## src/rtl/mux4_1_rr_arb.sv

```systemverilog
// 4:1 round-robin arbitrating mux into a single registered output slot; 1 clk input-to-output latency.
// Backpressure: in_ready only toward the granted channel and only while the slot is free (empty or draining).
// Optional packet lock (hold grant until in_last) when MUX4_PKT_LOCK_EN is defined.
module mux4_1_rr_arb #(
    parameter int WIDTH = 8
) (
    input  logic             clk,
    input  logic             rst_n,
    input  logic [3:0]       in_valid,
    input  logic [WIDTH-1:0] in_data0,
    input  logic [WIDTH-1:0] in_data1,
    input  logic [WIDTH-1:0] in_data2,
    input  logic [WIDTH-1:0] in_data3,
    output logic [3:0]       in_ready,
    output logic             out_valid,
    output logic [WIDTH-1:0] out_data,
    output logic [1:0]       out_sel,
`ifdef MUX4_PKT_LOCK_EN
    input  logic [3:0]       in_last,
    output logic             out_last,
`endif
    input  logic             out_ready
);

    logic [1:0]       last_q;
    logic [3:0]       gnt_rr;
    logic [1:0]       rr_idx;
    logic             rr_found;
    logic [1:0]       cand;
    logic [3:0]       gnt;
    logic [1:0]       gnt_idx;
    logic [WIDTH-1:0] gnt_data;
    logic             slot_free;
    logic             xfer_in;

    // Rotating priority search starting just after the last granted channel.
    always_comb begin
        rr_found = 1'b0;
        rr_idx   = last_q;
        cand     = last_q;
        for (int k = 1; k <= 4; k++) begin
            cand = last_q + 2'(k);
            if (!rr_found && in_valid[cand]) begin
                rr_found = 1'b1;
                rr_idx   = cand;
            end
        end
        gnt_rr = rr_found ? (4'b0001 << rr_idx) : 4'b0000;
    end

`ifdef MUX4_PKT_LOCK_EN
    typedef enum logic {IDLE, LOCKED} state_t;
    state_t     state_q;
    logic [1:0] lock_q;
    logic       sel_last;

    // While locked the grant is pinned; an idle locked channel produces a bubble.
    always_comb begin
        if (state_q == LOCKED) begin
            gnt_idx = lock_q;
            gnt     = in_valid[lock_q] ? (4'b0001 << lock_q) : 4'b0000;
        end else begin
            gnt_idx = rr_idx;
            gnt     = gnt_rr;
        end
    end

    assign sel_last = in_last[gnt_idx];
`else
    assign gnt_idx = rr_idx;
    assign gnt     = gnt_rr;
`endif

    always_comb begin
        case (gnt_idx)
            2'd0:    gnt_data = in_data0;
            2'd1:    gnt_data = in_data1;
            2'd2:    gnt_data = in_data2;
            default: gnt_data = in_data3;
        endcase
    end

    // rst_n gating keeps ready low for the whole reset window.
    assign slot_free = ~out_valid | out_ready;
    assign in_ready  = gnt & {4{slot_free & rst_n}};
    assign xfer_in   = |in_ready;

    always_ff @(posedge clk or negedge rst_n) begin
        if (!rst_n) begin
            out_valid <= 1'b0;
            out_data  <= '0;
            out_sel   <= 2'b00;
            last_q    <= 2'd3;
`ifdef MUX4_PKT_LOCK_EN
            out_last  <= 1'b0;
            state_q   <= IDLE;
            lock_q    <= 2'd0;
`endif
        end else if (xfer_in) begin
            out_valid <= 1'b1;
            out_data  <= gnt_data;
            out_sel   <= gnt_idx;
`ifdef MUX4_PKT_LOCK_EN
            out_last  <= sel_last;
            if (state_q == IDLE) begin
                if (!sel_last) begin
                    state_q <= LOCKED;
                    lock_q  <= gnt_idx;
                end else begin
                    last_q  <= gnt_idx;
                end
            end else if (sel_last) begin
                state_q <= IDLE;
                last_q  <= gnt_idx;
            end
`else
            last_q    <= gnt_idx;
`endif
        end else if (out_ready) begin
            out_valid <= 1'b0;
        end
    end

endmodule
```

## config.mk

```make
export PLATFORM = sky130hd
export DESIGN_NAME = mux4_1_rr_arb
export DESIGN_NICKNAME = d
export VERILOG_FILES = /design/src/rtl/mux4_1_rr_arb.sv
export SDC_FILE = /design/constraint.sdc
export NUM_CORES = 1
export LEC_CHECK = 0
export BUFFER_PORTS_ARGS = -buffer_cell sky130_fd_sc_hd__buf_2
export CORE_UTILIZATION = 41
export CTS_BUF_LIST = sky130_fd_sc_hd__clkbuf_4 sky130_fd_sc_hd__clkbuf_8
export CTS_CLUSTER_SIZE = 20
export DETAILED_ROUTE_END_ITERATION = 10
export PLACE_DENSITY_LB_ADDON = 0.3
export SLEW_MARGIN = 20
export SYNTH_ARGS = -nofsm -noshare
export SYNTH_HDL_FRONTEND = slang
export SYNTH_SLANG_ARGS = --single-unit
```

## constraint.sdc

```tcl
create_clock -name clk -period 2.05 [get_ports clk]
set_input_delay 0.5125 -clock clk [delete_from_list [all_inputs] [get_ports clk]]
set_output_delay 0.5125 -clock clk [all_outputs]
set_load 0.05 [all_outputs]
```

==> impl_metrics.toml <==
[finish]
fin_nets = 220
fin_area_um2 = 1580
antenna_cells = 0
drive_gt1_frac = 0.589
syn2layout_area_growth_pct = 60.1

[logic_synthesis]
synth-edff-count = 0
synth_top_cells_by_count = "dfrtp_1, nand2_1"
syn-cell-area_um2 = 990
avgSynthCellArea_um2 = 9.70
synth_cell_type_count = 28
post-synth-top-area-cell = "dfrtp_1"
synth_warnings = 0
yosysSeqAreaShare = 0.331
syn_inst = 102
yosys.area.top_type_share = 0.278
synthTopCellsByArea = "dfrtp_1, mux2i_1, a211o_1, o31ai_1, dfstp_2"
async_reset_ff_frac = 1.00
syn-num-nets = 141
synth_ff_type = "dfrtp_1"
ys_ff_latch = 13

[cts]
hold_buffers = 0
cts_tree = "done"
cts_buffer_depth = 2
h-tree-depth = 1
cts.sinks = 13
root_buffer = "clkbuf_4"
cts-buffers-inserted = 3
clkTransAtPathRegs_ns = 0.08
clk_latency_ns = 0.28

[floorplanning]
fp-row-count = 17
die_w_um = 51.1
initial_core_util = 0.443
ioPinCount = 54
core-area_um2 = 2230
die-height_um = 51.1
dieArea_um2 = 2610

[run_status]
violations = "setup timing"
status = "complete, but fails checks"

[place]
dp_hpwl_um = 2270
placed_area_um2 = 1470
portBuffers = 53
pre_cts_ws_ns = -0.324
gp_congestion = 0.771

[pwr]
power_density_nw_per_um2 = 1080
ir_drop_mv = 0.740
leakage_nw = 0.805

[sta]
rsz0062_at_grt = "true"
clock.fmax_ghz = 0.429
slew_viol_final = 0
worst_slack_ns = -0.281
fin_crit_sh = 1.14
min_period_ns = 2.33
slew_headroom = 0.773
hold_viol = 0
finalSetupViolCount = 4
skew_ns = 0.00378
tightestPinTransition_ns = 0.340

[detailed_routing]
first_iter_violations = 30
routedWlPerCell_um = 14.3
drc = 0
ant_nets = 0
vias = 1135
finalWirelength_um = 2980
drt-pass1-iter-count = 4
routed_via_density = 5.46

[global_routing]
antenna_found_initial = 0
gr-usage-all-layers = 0.260
grt_pass1_wl_um = 4950
grt_start_max_net_pins = 14
grt_pass1_vias = 1165
grt_overflow = 0

[flow_run]
cap_viol_max_count = 0

[critical_path]
crit_type = "reg2out"
worstPathRequired_ns = 1.54
crit_path_end_kind = "output port"
arrival_ns = 1.82
cp_max_fo = 5
reg2regPathDepth = 8
start_kind = "flop"

[hold_path]
hold_path.class = "in2async"
==> cell families after synthesis <==
| logic type | count (synthesis) | share of synthesized area |
|---|---|---|
| AOI/OAI and AO/OA | 35 | 0.308 |
| buffers and inverters | 8 | 0.0581 |
| DFF | 13 | 0.331 |
| muxes | 8 | 0.0809 |
| and+or+nand+nor | 38 | 0.221 |
==> per-layer routing <==
metal  routed length (um)  up-vias  GRT usage  share of wire
met5                    0        -          0              0
met4                   27        0     0.0787         0.0091
met3                  179        4     0.0446          0.060
met2                 1540       54      0.476           0.52
met1                 1220      525      0.304           0.41
li1                     -      552          -              -
==> critical path, cell delays in order (launching register included) <==
cell	delay [ns]
dfstp_2	0.58
buf_6	0.11
nand2b_4	0.13
a21oi_4	0.06
nor3_4	0.27
and3_4	0.24
buf_8	0.14
==> worst paths after layout <==
check	slack [ns]	from	to
max in group asynchronous	1.61	rst_n	last_q[1]
worst min register to register	0.49	out_sel[1]	out_sel[1]
worst min-delay path	0.18	rst_n	last_q[0]
worst max register to register	0.11	last_q[1]	out_data[4]
worst max-delay path	-0.28	last_q[1]	in_ready[0]
min in group clk	0.49	out_sel[1]	out_sel[1]
==> area by class of cell <==
type	count	area, um2
Multi-Input combinational cell	81	664
Sequential cell	13	328
Fill cell	190	649
Inverter	1	3.75
Clock buffer	4	30.0
Tap cell	28	35.0
Timing Repair Buffer	81	523
==> where the power goes <==
group	leakage (nW)	internal, mW	switching [mW]
clock network	0.0184	0.0889	0.0906
logic	0.632	0.442	0.688
registers	0.155	0.354	0.0541
total	0.805	0.885	0.833
==> layout by cell type, fill, tap and decap left out, drive strengths merged, types with 5 or more instances in the layout <==
cell type and instances:
a21oi 5, nand4 8, nand2 12, nor2 5, dfrtp 11, mux2i 8
a211o 8, o31ai 8, buf 81, o211ai 8
==> sequential cells by signal, summed over array words and instances (netlist names) <==
name	count
out_valid	1
out_data	8
last_q	2
out_sel	2
==> stage by stage <==
step	cells	hold slack, ns	total power, mW	utilization	setup TNS (ns)
after detailed placement	200	0.467	1.46	0.659	-0.895
after global placement	200	0.456	1.44	0.659	-0.864
after floorplan	102	0.217	1.17	-	-0.299
final	208	0.185	1.72	0.709	-1.00
after CTS	208	0.185	1.71	0.708	-0.972
after global routing	208	0.187	1.82	0.709	-1.29
==> what timing repair did <==
action	in CTS	in global routing
setup buffers	4	0
pin swaps	3	0
gates resized for setup	15	1
setup endpoints to repair	4	4
Power figures use the tool's default switching activity.
